File: src/rtl/sync10011_tx.sv
// ---------------------------------------------------------------------------
// sync10011_tx
//
// Serial frame transmitter. Each accepted payload is sent one bit per clock
// as: sync pattern 1,0,0,1,1, then DATA_W payload bits MSB first, then an
// optional even-parity bit.
//
// Optional feature macro: SYNC10011_TX_PARITY_EN
//   defined   -> PAR state appends ^payload, frame is DATA_W+6 bits
//   undefined -> no parity logic, frame is DATA_W+5 bits
//
// Parameters
//   DATA_W      payload width in bits
//   IDLE_LEVEL  dout level while no frame is active
//
// Ports
//   clk         clock, all state updates on the rising edge
//   reset_n     asynchronous active-low reset
//   tx_valid    payload offered on tx_data
//   tx_data     payload, captured when tx_valid && tx_ready
//   tx_ready    block can accept a payload this cycle (state/counter only)
//   dout        serial line (registered)
//   dout_en     high while dout carries a frame bit (registered)
//   frame_done  one-cycle pulse with the last frame bit (registered)
// ---------------------------------------------------------------------------
module sync10011_tx #(
    parameter int   DATA_W     = 8,
    parameter logic IDLE_LEVEL = 1'b0
) (
    input  logic              clk,
    input  logic              reset_n,
    input  logic              tx_valid,
    input  logic [DATA_W-1:0] tx_data,
    output logic              tx_ready,
    output logic              dout,
    output logic              dout_en,
    output logic              frame_done
);

    // Counter must index 5 sync bits and DATA_W payload bits without wrapping.
    localparam int CNT_MAX = (DATA_W > 5) ? DATA_W : 5;
    localparam int CNT_W   = (CNT_MAX > 1) ? $clog2(CNT_MAX) : 1;

    localparam logic [CNT_W-1:0] SYNC_LAST = CNT_W'(4);
    localparam logic [CNT_W-1:0] DATA_LAST = CNT_W'(DATA_W - 1);
    localparam logic [4:0]       SYNC_PAT  = 5'b10011;  // bit 4 is sent first

`ifdef SYNC10011_TX_PARITY_EN
    typedef enum logic [1:0] {
        IDLE = 2'd0,
        SYNC = 2'd1,
        DATA = 2'd2,
        PAR  = 2'd3
    } state_t;
`else
    typedef enum logic [1:0] {
        IDLE = 2'd0,
        SYNC = 2'd1,
        DATA = 2'd2
    } state_t;
`endif

    // state_reg/cnt_reg always describe the bit currently on dout.
    state_t             state_reg,  state_next;
    logic [CNT_W-1:0]   cnt_reg,    cnt_next;
    logic [DATA_W-1:0]  shift_reg,  shift_next;
    logic               dout_next;
    logic               dout_en_next;
    logic               frame_done_next;
    logic               last_bit;
    logic               accept;
    logic [2:0]         sync_idx;

`ifdef SYNC10011_TX_PARITY_EN
    logic               parity_reg, parity_next;
`endif

    // Last-bit detection depends only on registered state, so tx_ready has
    // no path from any input.
`ifdef SYNC10011_TX_PARITY_EN
    assign last_bit = (state_reg == PAR);
`else
    assign last_bit = (state_reg == DATA) && (cnt_reg == DATA_LAST);
`endif

    assign tx_ready = (state_reg == IDLE) || last_bit;
    assign accept   = tx_valid && tx_ready;

    // Next-state, counter and shift register.
    always_comb begin
        state_next = state_reg;
        cnt_next   = cnt_reg;
        shift_next = shift_reg;
`ifdef SYNC10011_TX_PARITY_EN
        parity_next = parity_reg;
`endif
        if (accept) begin
            // Covers both IDLE and the last-bit cycle: back-to-back frames
            // go straight to SYNC with no gap.
            state_next = SYNC;
            cnt_next   = '0;
            shift_next = tx_data;
`ifdef SYNC10011_TX_PARITY_EN
            parity_next = ^tx_data;
`endif
        end else begin
            case (state_reg)
                IDLE: begin
                    state_next = IDLE;
                end
                SYNC: begin
                    if (cnt_reg == SYNC_LAST) begin
                        state_next = DATA;
                        cnt_next   = '0;
                    end else begin
                        cnt_next = cnt_reg + 1'b1;
                    end
                end
                DATA: begin
                    if (cnt_reg == DATA_LAST) begin
`ifdef SYNC10011_TX_PARITY_EN
                        state_next = PAR;
`else
                        state_next = IDLE;
`endif
                        cnt_next = '0;
                    end else begin
                        cnt_next   = cnt_reg + 1'b1;
                        shift_next = shift_reg << 1;
                    end
                end
`ifdef SYNC10011_TX_PARITY_EN
                PAR: begin
                    state_next = IDLE;
                    cnt_next   = '0;
                end
`endif
                default: begin
                    // Unreachable encoding: recover to a clean idle.
                    state_next = IDLE;
                    cnt_next   = '0;
                    shift_next = '0;
                end
            endcase
        end
    end

    // Output values are derived from the next state so the output flops line
    // up with the state/counter registers in the same cycle.
    always_comb begin
        dout_next       = IDLE_LEVEL;
        dout_en_next    = 1'b0;
        frame_done_next = 1'b0;
        sync_idx        = 3'd4 - 3'(cnt_next);
        case (state_next)
            SYNC: begin
                dout_next    = SYNC_PAT[sync_idx];
                dout_en_next = 1'b1;
            end
            DATA: begin
                dout_next    = shift_next[DATA_W-1];
                dout_en_next = 1'b1;
`ifndef SYNC10011_TX_PARITY_EN
                frame_done_next = (cnt_next == DATA_LAST);
`endif
            end
`ifdef SYNC10011_TX_PARITY_EN
            PAR: begin
                dout_next       = parity_next;
                dout_en_next    = 1'b1;
                frame_done_next = 1'b1;
            end
`endif
            default: begin
                dout_next       = IDLE_LEVEL;
                dout_en_next    = 1'b0;
                frame_done_next = 1'b0;
            end
        endcase
    end

    always_ff @(posedge clk or negedge reset_n) begin
        if (!reset_n) begin
            state_reg  <= IDLE;
            cnt_reg    <= '0;
            shift_reg  <= '0;
            dout       <= IDLE_LEVEL;
            dout_en    <= 1'b0;
            frame_done <= 1'b0;
        end else begin
            state_reg  <= state_next;
            cnt_reg    <= cnt_next;
            shift_reg  <= shift_next;
            dout       <= dout_next;
            dout_en    <= dout_en_next;
            frame_done <= frame_done_next;
        end
    end

`ifdef SYNC10011_TX_PARITY_EN
    always_ff @(posedge clk or negedge reset_n) begin
        if (!reset_n) begin
            parity_reg <= 1'b0;
        end else begin
            parity_reg <= parity_next;
        end
    end
`endif

endmodule

File: config.mk
export PLATFORM = sky130hd
export DESIGN_NAME = sync10011_tx
export DESIGN_NICKNAME = d
export VERILOG_FILES = /design/src/rtl/sync10011_tx.sv
export SDC_FILE = /design/constraint.sdc
export NUM_CORES = 1
export LEC_CHECK = 0
export CAP_MARGIN = 20
export CELL_PAD_IN_SITES_DETAIL_PLACEMENT = 1
export CELL_PAD_IN_SITES_GLOBAL_PLACEMENT = 1
export CORE_MARGIN = 1
export CORE_UTILIZATION = 37
export CTS_CLUSTER_SIZE = 20
export DETAILED_ROUTE_END_ITERATION = 10
export PLACE_DENSITY = 0.79
export REMOVE_ABC_BUFFERS = 1
export SLEW_MARGIN = 20
export SYNTH_ARGS = -nofsm -noshare
export SYNTH_HDL_FRONTEND = slang
export SYNTH_SLANG_ARGS = --single-unit
File: constraint.sdc
create_clock -name clk -period 2.2 [get_ports clk]
set_input_delay 0.44 -clock clk [delete_from_list [all_inputs] [get_ports clk]]
set_output_delay 0.44 -clock clk [all_outputs]
set_load 0.03 [all_outputs]
==> PnR_summary.wiki, run 1 <==
{| class="wikitable"
! Metric !! Value
|-
| Post-Syn Area || 960 um2
|-
| Max-slew headroom at the worst pin || 69.2%
|-
| Hold-fix buffers, CTS || 0
|-
| Worst skew pair latency || 0.30 ns
|-
| Minimum hold slack || 0.449 ns
|-
| Routed via count || 848
|-
| Tmin final || 2.35 ns
|-
| TritonCTS clock tree || done
|-
| Setup clock skew after layout || 0.00236 ns
|-
| Initial antenna violation count || 0
|-
| Post-layout worst setup margin || -0.145 ns
|-
| Via count of the first global-routing pass || 917
|-
| Critical Path Start || cnt_reg[0]$_DFF_PN0_
|-
| Top cell type's share of synthesized area || 41.7%
|-
| Final #Nets || 150
|-
| Failing checks || negative setup slack
|-
| Flip-flop count of the largest register after layout || 8
|-
| Number of iterations in the first detailed-routing pass || 4
|-
| Fraction of final layout cells with drive strength greater than 1 || 44.4%
|-
| Largest fanout on the critical path || 3
|-
| Int Pwr || 0.000636 W
|-
| Type of the tightest min-delay check || in2async
|-
| Cell count after placement || 144
|-
| Pins Over Slew Limit || 0
|-
| Routed length per placed instance || 19.9 um
|-
| Most frequent cells after synthesis || 16 x sky130_fd_sc_hd__dfrtp_1, 12 x sky130_fd_sc_hd__ha_1, 12 x sky130_fd_sc_hd__inv_1
|-
| Part of the power in the clock network || 21.2%
|-
| Slew at the pin closest to its max-slew limit || 0.460 ns
|-
| Global-route wire length before repair || 4330 um
|-
| I/O pin cnt || 15
|-
| Area of the core || 2450 um2
|-
| Row count || 18
|-
| Most frequent cell after synthesis || sky130_fd_sc_hd__dfrtp_1
|-
| Total global-route track usage || 22.2%
|-
| Register-to-register setup slack || -0.15 ns
|-
| Number of enable-type register cells in the synthesized netlist || 0
|-
| Syn Inst Count || 85
|-
| Sum of overflow across all layers after global routing || 0
|-
| Sequential cell area || 400 um2
|-
| Non-filler instance count after layout || 156
|-
| Post-detailed-placement half-perimeter wirelength || 1950 um
|-
| Sinks on Clock Net || 16
|-
| Async S/R FF share, synth || 100%
|-
| Sequential group share of total power || 37.7%
|-
| Launch instance of the worst register-to-register path || cnt_reg[0]$_DFF_PN0_
|-
| Average via count per standard cell || 5.44
|-
| Main area contributors after synthesis || sky130_fd_sc_hd__dfrtp_1 42%, sky130_fd_sc_hd__ha_1 16%, sky130_fd_sc_hd__a222oi_1 6.3%
|-
| Multi-input combinational cell area || 599 um2
|-
| Power density over the cells || 657 nW/um2
|-
| Antenna Cells || 0
|-
| Worst reg-to-reg path cell count || 10
|-
| Kind of capture point of the worst setup path || register
|-
| Setup slack at placement || -0.260 ns
|-
| Number of input and output port buffers inserted || 14
|-
| Total leakage power || 0.704 nW
|-
| Layout area overhead || 52.0%
|-
| Die Y-Extent || 52.9 um
|-
| Ys Warns || 0
|-
| Combinational power share || 41.0%
|-
| Starting Density || 39.1%
|-
| Proportion of synthesized chip area in sequential cells || 41.7%
|-
| Final std cell area, no fill || 1460 um2
|-
| Maxcap violations || 0
|-
| Commonest register cell after synthesis || sky130_fd_sc_hd__dfrtp_1
|-
| Setup repair after global routing missed its margin || yes
|-
| Clock buffer count from CTS || 3
|-
| Maximum achievable frequency || 0.426 GHz
|-
| Maximum number of pins on one net before global-route repair || 17
|-
| Number of failing hold endpoints at the final stage || 0
|-
| Count of final setup violators || 2
|-
| Sw frac || 33.6%
|-
| Type of element launching the critical path || register
|-
| Destination of the worst register-to-register timing path || dout$_DFF_PN0_
|-
| Dominant cell type by area after synthesis || sky130_fd_sc_hd__dfrtp_1
|-
| Placed Area || 1250 um2
|-
| Total die area || 2800 um2
|-
| Number of distinct library cells after synthesis || 32
|-
| Deepest level of the CTS H-tree || 1
|-
| Number of storage elements in the synthesis netlist || 16
|-
| Die W || 52.9 um
|-
| Post-Route WL || 3110 um
|-
| Maximum resistive drop on vdd || 0.709 mV
|-
| Count of fill cells added during filler insertion || 257
|-
| DRC errors left || 0
|-
| Max clock buf depth || 2
|-
| Clock Root Buffer || sky130_fd_sc_hd__clkbuf_4
|-
| Clock transition at the register clock pins on the worst setup and hold paths after CTS || 0.09 ns
|-
| Result of the run || finished, violations left
|-
| Routed Antenna Nets || 0
|-
| Final weighted congestion in routability-driven placement || 0.788
|-
| Req. time, crit path || 2.42 ns
|-
| End point of the critical path || dout$_DFF_PN0_
|-
| Period utilisation layout || 107%
|-
| Number of DRC markers after the initial detailed-route iteration || 39
|-
| Overall power after layout || 0.000959 W
|-
| Arrival @ worst endpoint || 2.56 ns
|-
| Synthesized area divided by synthesized cell count || 11.3 um2
|-
| Critical path class || reg2reg
|-
| Total net switching power || 0.000323 W
|}
[stage by stage]
stage	utilization, %	setup TNS [ns]
6_report	59.4	-0.151
2_1_floorplan	-	-0.165
5_1_grt	59.4	-0.276
4_1_cts	54.8	-0.0736
3_5_place_dp	50.8	-0.260
3_3_place_gp	50.8	-0.142
[how the worst min path moves through the flow]
stage                               end                      from  slack [ns]  cells past startpoint
2_1_floorplan      cnt_reg[0]$_DFF_PN0_                   reset_n        0.14                      0
3_3_place_gp   shift_reg[3]$_DFFE_PN0P_  shift_reg[2]$_DFFE_PN0P_        0.48                      2
3_5_place_dp   shift_reg[0]$_DFFE_PN0P_  shift_reg[0]$_DFFE_PN0P_        0.49                      1
4_1_cts          state_reg[1]$_DFF_PN0_                   reset_n        0.47                      2
5_1_grt        shift_reg[0]$_DFFE_PN0P_                   reset_n        0.46                      2
6_report           cnt_reg[2]$_DFF_PN0_                   reset_n        0.45                      2
[layer usage]
layer | track usage, % | vias to the layer above | wire length, um
li1 | - | 390 | -
met1 | 29.7 | 447 | 1400
met2 | 36.1 | 9 | 1650
met3 | 2.01 | 2 | 31
met4 | 10.1 | 0 | 27
met5 | 0 | - | 0
[power by group through the flow]
| stage | clock network (W) | registers, W | logic [W] |
|---|---|---|---|
| final | 0.000204 | 0.000362 | 0.000394 |
| after global routing | 0.000223 | 0.000365 | 0.000423 |
| after CTS | 0.000201 | 0.000356 | 0.000332 |
| after detailed placement | 0 | 0.000362 | 0.000294 |
| after global placement | 0 | 0.000360 | 0.000274 |
| after floorplan | 0 | 0.000368 | 0.000156 |
[final cells by class]
cell class	instances	share of cell area [%]
multi-input cells	54	41.1
repair buffers	38	22.6
inverters	14	3.77
clock buffers	4	2.49
flip-flops and latches	16	27.4
well taps	30	2.57
[cell usage in the layout (no fill, tap or decap), drive strengths merged]
master	instances
mux2	2
a22o	3
ha	12
o32ai	1
a31oi	2
or2	1
a222oi	6
a21boi	1
clkbuf	5
a21oi	4
nor2b	1
or3	1
nand2	6
a211o	1
a211oi	1
clkdlybuf4s50	13
buf	24
dfrtp	16
a31o	1
inv	14
and2	3
nor3b	1
and4	1
nand2b	1
o21ai	1
a21o	2
a22oi	1
and3	1
[kinds of logic (layout without fill, tap and decap cells)]
| group | count (synthesis) | count (layout) | synth area share, % |
|---|---|---|---|
| adders and majority gates | 12 | 12 | 15.6 |
| buffers and inverters | 15 | 56 | 6.65 |
| AOI/OAI and AO/OA | 24 | 24 | 23.1 |
| DFF | 16 | 16 | 41.7 |
| and+or+nand+nor | 16 | 16 | 10.6 |
| muxes | 2 | 2 | 2.35 |
[critical path, cell delays in order (launching register included)]
cell and delay (ns):
sky130_fd_sc_hd__dfrtp_1 0.42, sky130_fd_sc_hd__ha_2 0.20, sky130_fd_sc_hd__ha_4 0.16, sky130_fd_sc_hd__buf_6 0.12, sky130_fd_sc_hd__nor2b_4 0.13, sky130_fd_sc_hd__a21o_1 0.20
sky130_fd_sc_hd__nand2_2 0.09, sky130_fd_sc_hd__a211o_1 0.31, sky130_fd_sc_hd__ha_4 0.22, sky130_fd_sc_hd__and4_1 0.16, sky130_fd_sc_hd__o32ai_2 0.23
[timing repair]
action,CTS,global route
buffers inserted,5,3
hold endpoints to repair,0,0
setup endpoints to repair,2,3
resized for setup,9,23
pin swaps,5,6
Power figures use the tool's default switching activity.
==> run 2: changes to the inputs <==
--- a/config.mk
+++ b/config.mk
@@ -10,6 +10,7 @@
 export CELL_PAD_IN_SITES_GLOBAL_PLACEMENT = 1
 export CORE_MARGIN = 1
 export CORE_UTILIZATION = 37
+export CTS_BUF_LIST = sky130_fd_sc_hd__clkbuf_16
 export CTS_CLUSTER_SIZE = 20
 export DETAILED_ROUTE_END_ITERATION = 10
 export PLACE_DENSITY = 0.79
==> run 2 against run 1 <==
  * Combinational power decreased by 5.1%
  * Global-route usage increased by 2.7 points
  * The run still ends with negative setup slack left
  * Core utilization increased by 0.46 points
  * Clock power increased by 76%
  * Hold slack improved by 0.062 ns
  * Final cell count unchanged
  * Flip-flop and latch count unchanged
  * Sequential power about the same
  * Non-clock buffer count unchanged
==> PnR_summary.wiki, run 2 (synthesis gave the netlist of run 1 again) <==
{| class="wikitable"
! Metric !! Value
|-
| Arrival @ worst endpoint || 2.46 ns (-0.10 ns)
|-
| Area of the core || 2450 um2 (unchanged)
|-
| Sinks on Clock Net || 16 (unchanged)
|-
| Maximum resistive drop on vdd || 0.587 mV (-17%)
|-
| Deepest level of the CTS H-tree || 1 (unchanged)
|-
| Fraction of final layout cells with drive strength greater than 1 || 40.5% (-4.0 points)
|-
| Clock buffer count from CTS || 3 (unchanged)
|-
| Largest fanout on the critical path || 2 (-1)
|-
| Count of fill cells added during filler insertion || 267 (+3.9%)
|-
| Failing checks || negative setup slack
|-
| Antenna Cells || 0 (unchanged)
|-
| Slowest cell on the critical path || sky130_fd_sc_hd__or3_4
|-
| Total die area || 2800 um2 (unchanged)
|-
| Period utilisation layout || 105% (-1.9 points)
|-
| Max-slew headroom at the worst pin || 69.0% (-0.19 points)
|-
| Tmin final || 2.30 ns (-0.0417 ns)
|-
| Number of iterations in the first detailed-routing pass || 4 (unchanged)
|-
| Kind of capture point of the worst setup path || register
|-
| Count of final setup violators || 2 (unchanged)
|-
| Type of element launching the critical path || register
|-
| Global-route track usage on met3 || 2.01% (unchanged)
|-
| Final weighted congestion in routability-driven placement || 0.788 (unchanged)
|-
| Total leakage power || 0.712 nW (+1.2%)
|-
| Slew at the pin closest to its max-slew limit || 0.463 ns (+0.00286 ns)
|-
| Total global-route track usage || 24.9% (+2.7 points)
|-
| Biggest cell delay along the critical path || 0.40 ns (-0.02 ns)
|-
| Via count of the first global-routing pass || 965 (+5.2%)
|-
| Req. time, crit path || 2.36 ns (-0.06 ns)
|-
| Setup repair after global routing missed its margin || yes
|-
| Non-filler instance count after layout || 156 (unchanged)
|-
| Initial antenna violation count || 0 (unchanged)
|-
| Post-detailed-placement half-perimeter wirelength || 1950 um (unchanged)
|-
| Die W || 52.9 um (unchanged)
|-
| Row count || 18 (unchanged)
|-
| Setup clock skew after layout || 0.00309 ns (+0.000731 ns)
|-
| Clock transition at the register clock pins on the worst setup and hold paths after CTS || 0.05 ns (-0.04 ns)
|-
| Routed length per placed instance || 20.1 um (+1.0%)
|-
| Pins Over Slew Limit || 0 (unchanged)
|-
| Sum of overflow across all layers after global routing || 0 (unchanged)
|-
| Layout area overhead || 53.2%
|-
| Post-layout worst setup margin || -0.104 ns (+0.0417 ns)
|-
| Type of the tightest min-delay check || reg2reg
|-
| Maxcap violations || 0 (unchanged)
|-
| Average via count per standard cell || 5.35 (-1.7%)
|-
| Flip-flop count of the largest register after layout || 8 (unchanged)
|-
| Number of failing hold endpoints at the final stage || 0 (unchanged)
|-
| Maximum number of pins on one net before global-route repair || 17 (unchanged)
|-
| Routed via count || 834 (-1.7%)
|-
| Number of DRC markers after the initial detailed-route iteration || 39 (unchanged)
|-
| Final #Nets || 150 (unchanged)
|-
| Critical path class || reg2reg
|-
| TritonCTS clock tree || done
|-
| Top library cells by usage in the layout, fill and taps aside || 21 x sky130_fd_sc_hd__buf_4, 16 x sky130_fd_sc_hd__dfrtp_1, 13 x sky130_fd_sc_hd__clkdlybuf4s50_1, 10 x sky130_fd_sc_hd__inv_1, 6 x sky130_fd_sc_hd__a222oi_1
|-
| I/O pin cnt || 15 (unchanged)
|-
| Cell-by-cell listing of the critical path || ha_2, ha_4, buf_6, nor2b_4, buf_6, o21ai_1, or3_4, inv_2, ha_4, inv_2, nand2_1, o32ai_2
|-
| Hold-fix buffers, CTS || 0 (unchanged)
|-
| Post-Route WL || 3140 um (+1.0%)
|-
| Max clock buf depth || 2 (unchanged)
|-
| Clock Root Buffer || sky130_fd_sc_hd__clkbuf_16
|-
| Gr busiest metal || met2
|-
| Number of input and output port buffers inserted || 14 (unchanged)
|-
| Most common cell after layout, fill and taps aside || sky130_fd_sc_hd__buf_4
|-
| Global-route wire length before repair || 4770 um (+10%)
|-
| Global-route track usage on met1 || 30.3% (+0.63 points)
|-
| Die Y-Extent || 52.9 um (unchanged)
|-
| Result of the run || finished, violations left
|-
| DRC errors left || 0 (unchanged)
|-
| Power density over the cells || 744 nW/um2 (+13%)
|-
| Worst skew pair latency || 0.25 ns (-0.05 ns)
|-
| Cell count after placement || 144 (unchanged)
|-
| Starting Density || 39.1% (unchanged)
|-
| Maximum achievable frequency || 0.434 GHz (+1.8%)
|-
| Met2 layer usage reported by global route || 44.3% (+8.2 points)
|-
| Routed Antenna Nets || 0 (unchanged)
|-
| Total Negative Setup Slacks || -0.133 ns (+0.0174 ns)
|}
==> run 2: repair_timing <==
action                     CTS  global route
pin swaps                    7             5
gates resized for setup     11            11
setup endpoints to repair    3             3
setup buffers                5             3
==> run 2: path summary, 6_finish.rpt <==
path / end / slack, ns / depth (start not counted) / from
setup / recovery: dout$_DFF_PN0_ / -0.10 / 12 / cnt_reg[1]$_DFF_PN0_
hold / removal: shift_reg[0]$_DFFE_PN0P_ / 0.51 / 1 / shift_reg[0]$_DFFE_PN0P_
setup reg to reg: dout$_DFF_PN0_ / -0.10 / 12 / cnt_reg[1]$_DFF_PN0_
hold reg to reg: shift_reg[0]$_DFFE_PN0P_ / 0.51 / 1 / shift_reg[0]$_DFFE_PN0P_
max in group asynchronous: shift_reg[5]$_DFFE_PN0P_ / 1.49 / 2 / reset_n
min in group asynchronous: cnt_reg[0]$_DFF_PN0_ / 0.52 / 2 / reset_n
==> run 2: layer usage <==
metal  vias to the layer above  wire length, um
li1                        394                -
met1                       425             1420
met2                        10             1640
met3                         5               27
met4                         0               59
met5                         -                0
==> run 2: per-stage QoR <==
step	power [W]	util (%)	setup slack [ns]	instance area [um2]	hold slack (ns)
finish	0.00109	59.9	-0.104	1470	0.511
global route	0.00114	59.9	-0.164	1470	0.527
CTS	0.00106	56.9	-0.101	1400	0.506
detailed placement	0.000656	50.8	-0.260	1250	0.488
global placement	0.000634	50.8	-0.142	1250	0.483
floorplan	0.000524	-	-0.165	948	0.144
==> run 2: worst max-delay path: cells and delay by family, from the launching register on <==
kind	cells	cell delay, ns
compound gates	2	0.30
simple gates	3	0.58
fa+ha+maj	3	0.58
buf+inv	4	0.37
flops	1	0.38
==> run 2: cell type report <==
cell class / instances / area, um2 / area share, %
clock buffer: 3 / 75.1 / 5.11
sequential: 16 / 400 / 27.2
tap: 30 / 37.5 / 2.55
inverter: 14 / 52.6 / 3.57
clock inverter: 1 / 3.75 / 0.255
multi-input combinational: 54 / 569 / 38.7
timing repair buffer: 38 / 332 / 22.6
==> run 2: power by group <==
group	total (W)	internal, W	switching [W]
registers	0.000361	0.000336	0.0000255
clock network	0.000359	0.000241	0.000117
logic	0.000374	0.000191	0.000184
==> RTL edit, RTL diff (config.mk and constraints of run 2) <==
Change the parameter `DATA_W` from 8 to 4.
--- a/src/rtl/sync10011_tx.sv
+++ b/src/rtl/sync10011_tx.sv
@@ -24,7 +24,7 @@
 //   frame_done  one-cycle pulse with the last frame bit (registered)
 // ---------------------------------------------------------------------------
 module sync10011_tx #(
-    parameter int   DATA_W     = 8,
+    parameter int   DATA_W     = 4,
     parameter logic IDLE_LEVEL = 1'b0
 ) (
     input  logic              clk,
Ports: changed (resized tx_data); port bits go from 15 to 11. The function was not compared with the original's and may differ.
==> RTL edit against run 2 <==
  * The run still ends with negative setup slack left
  * Synthesized cell count down 12%
  * Sequential cell count fell by 4
  * Global-route usage is 1.6 points lower
  * Sequential power fell by 26%
  * Synthesized area shrank 20%
  * Hold slack hardly changed
  * Final area fell by 21%
  * Power shrank 15%
  * Worst setup slack gained 0.0032 ns
  * Routed wire length decreased by 24%
  * Largest power group is now the clock network
==> RTL edit: results (changes against run 2) <==
pwr-share-comb_pct: 34.4  # was 34.2%
htreeDepth: 1  # unchanged
grt_pass1_wl_um: 3443  # was 4774 um
swShare_pct: 29.84  # about the same
violations: "negative setup slack"  # unchanged
wl_per_cell_um: 18.14  # was 20.11 um
cp_top_family: "compound AO/OA/AOI/OAI gates"  # was adder cells
ir_worst_vdd_v: 0.0004433  # was 0.0005874 V
grt_usage_pct: 23.29  # was 24.91%
gp_congestion: 0.8564  # was 0.7877
met1_length_um: 1055  # was 1415 um
fin_setup_tns_ns: -0.1003  # was -0.1335 ns
dp.cells: 124  # was 144
ys_seq_area_share_pct: 39.15  # was 41.72%
synthTopCellsByCount: "dfrtp_1, ha_1, inv_1, a22o_1"  # was dfrtp_1, ha_1, inv_1, a222oi_1, nand2_1
wl_met2_um: 1240  # was 1635 um
powerSeq_uw: 268  # was 361 uW
met2_usage_pct: 44.11  # was 44.30%
cts_setup_buffers: 2  # was 5
fin_worst_skew_ns: 0.004984  # was 0.003092 ns
hpwl_um: 1563  # was 1950 um
vias_per_cell: 5.160  # was 5.346
yosys-top-cells-area: "dfrtp_1, ha_1, inv_1"  # was dfrtp_1, ha_1, a222oi_1
power.share.sequential_pct: 28.9  # was 33.0%
ys_warn_count: 0  # unchanged
dpl_cell_area_um2: 987.2  # was 1246 um^2
grt_pass1_vias: 742  # was 965
largest_reg_flops: 4  # was 8
cts_resized: 13  # was 11
wl_met3_um: 34  # was 27 um
first_iter_violations: 6  # was 39
timing.final.ws_setup_ns: -0.1003  # was -0.1035 ns
leakagePower_nw: 0.5603  # was 0.7123 nW
tightest_slew_ns: 0.5958  # was 0.4626 ns
cp_slowest_cell: "dfrtp_1"  # was or3_4
cp_max_fo: 3  # was 2
dpl_worst_slack_ns: -0.1789  # was -0.2595 ns
grtUsageMet1_pct: 25.58  # was 30.32%
setup_viol_count_final: 1  # was 2
synth_cell_types: 24  # was 32
stdcell_count: 131  # was 156
status: "finished, violations left"  # unchanged
io_buffers: 10  # was 14
hold_slack_ns: 0.5107  # was 0.5111 ns
grt_max_degree: 13  # was 17
use_met3_pct: 3.396  # was 2.011%
## RTL edit: worst min-delay path by stage
| stage | cells after the start | start | to |
|---|---|---|---|
| floorplan | 0 | reset_n | cnt_reg[0] |
| global placement | 1 | shift_reg[0] | shift_reg[0] |
| detailed placement | 1 | shift_reg[0] | shift_reg[0] |
| CTS | 1 | shift_reg[0] | shift_reg[0] |
| global route | 1 | shift_reg[0] | shift_reg[0] |
| finish | 1 | shift_reg[0] | shift_reg[0] |
## RTL edit: final cells by class
type	instances	area, um^2
Timing Repair Buffer	26	220.2
Clock buffer	3	75.07
Sequential cell	12	300.3
Inverter	12	45.04
Clock inverter	1	3.754
Fill cell	226	804.5
Multi-Input combinational cell	50	479.2
Tap cell	27	33.78
## RTL edit: kinds of logic after synthesis
| group | after synthesis | synth area share [%] |
|---|---|---|
| buf+inv | 13 | 7.340 |
| compound gates | 17 | 16.96 |
| fa+ha+maj | 12 | 19.58 |
| flops | 12 | 39.15 |
| simple gates | 19 | 14.36 |
| mux | 2 | 2.610 |
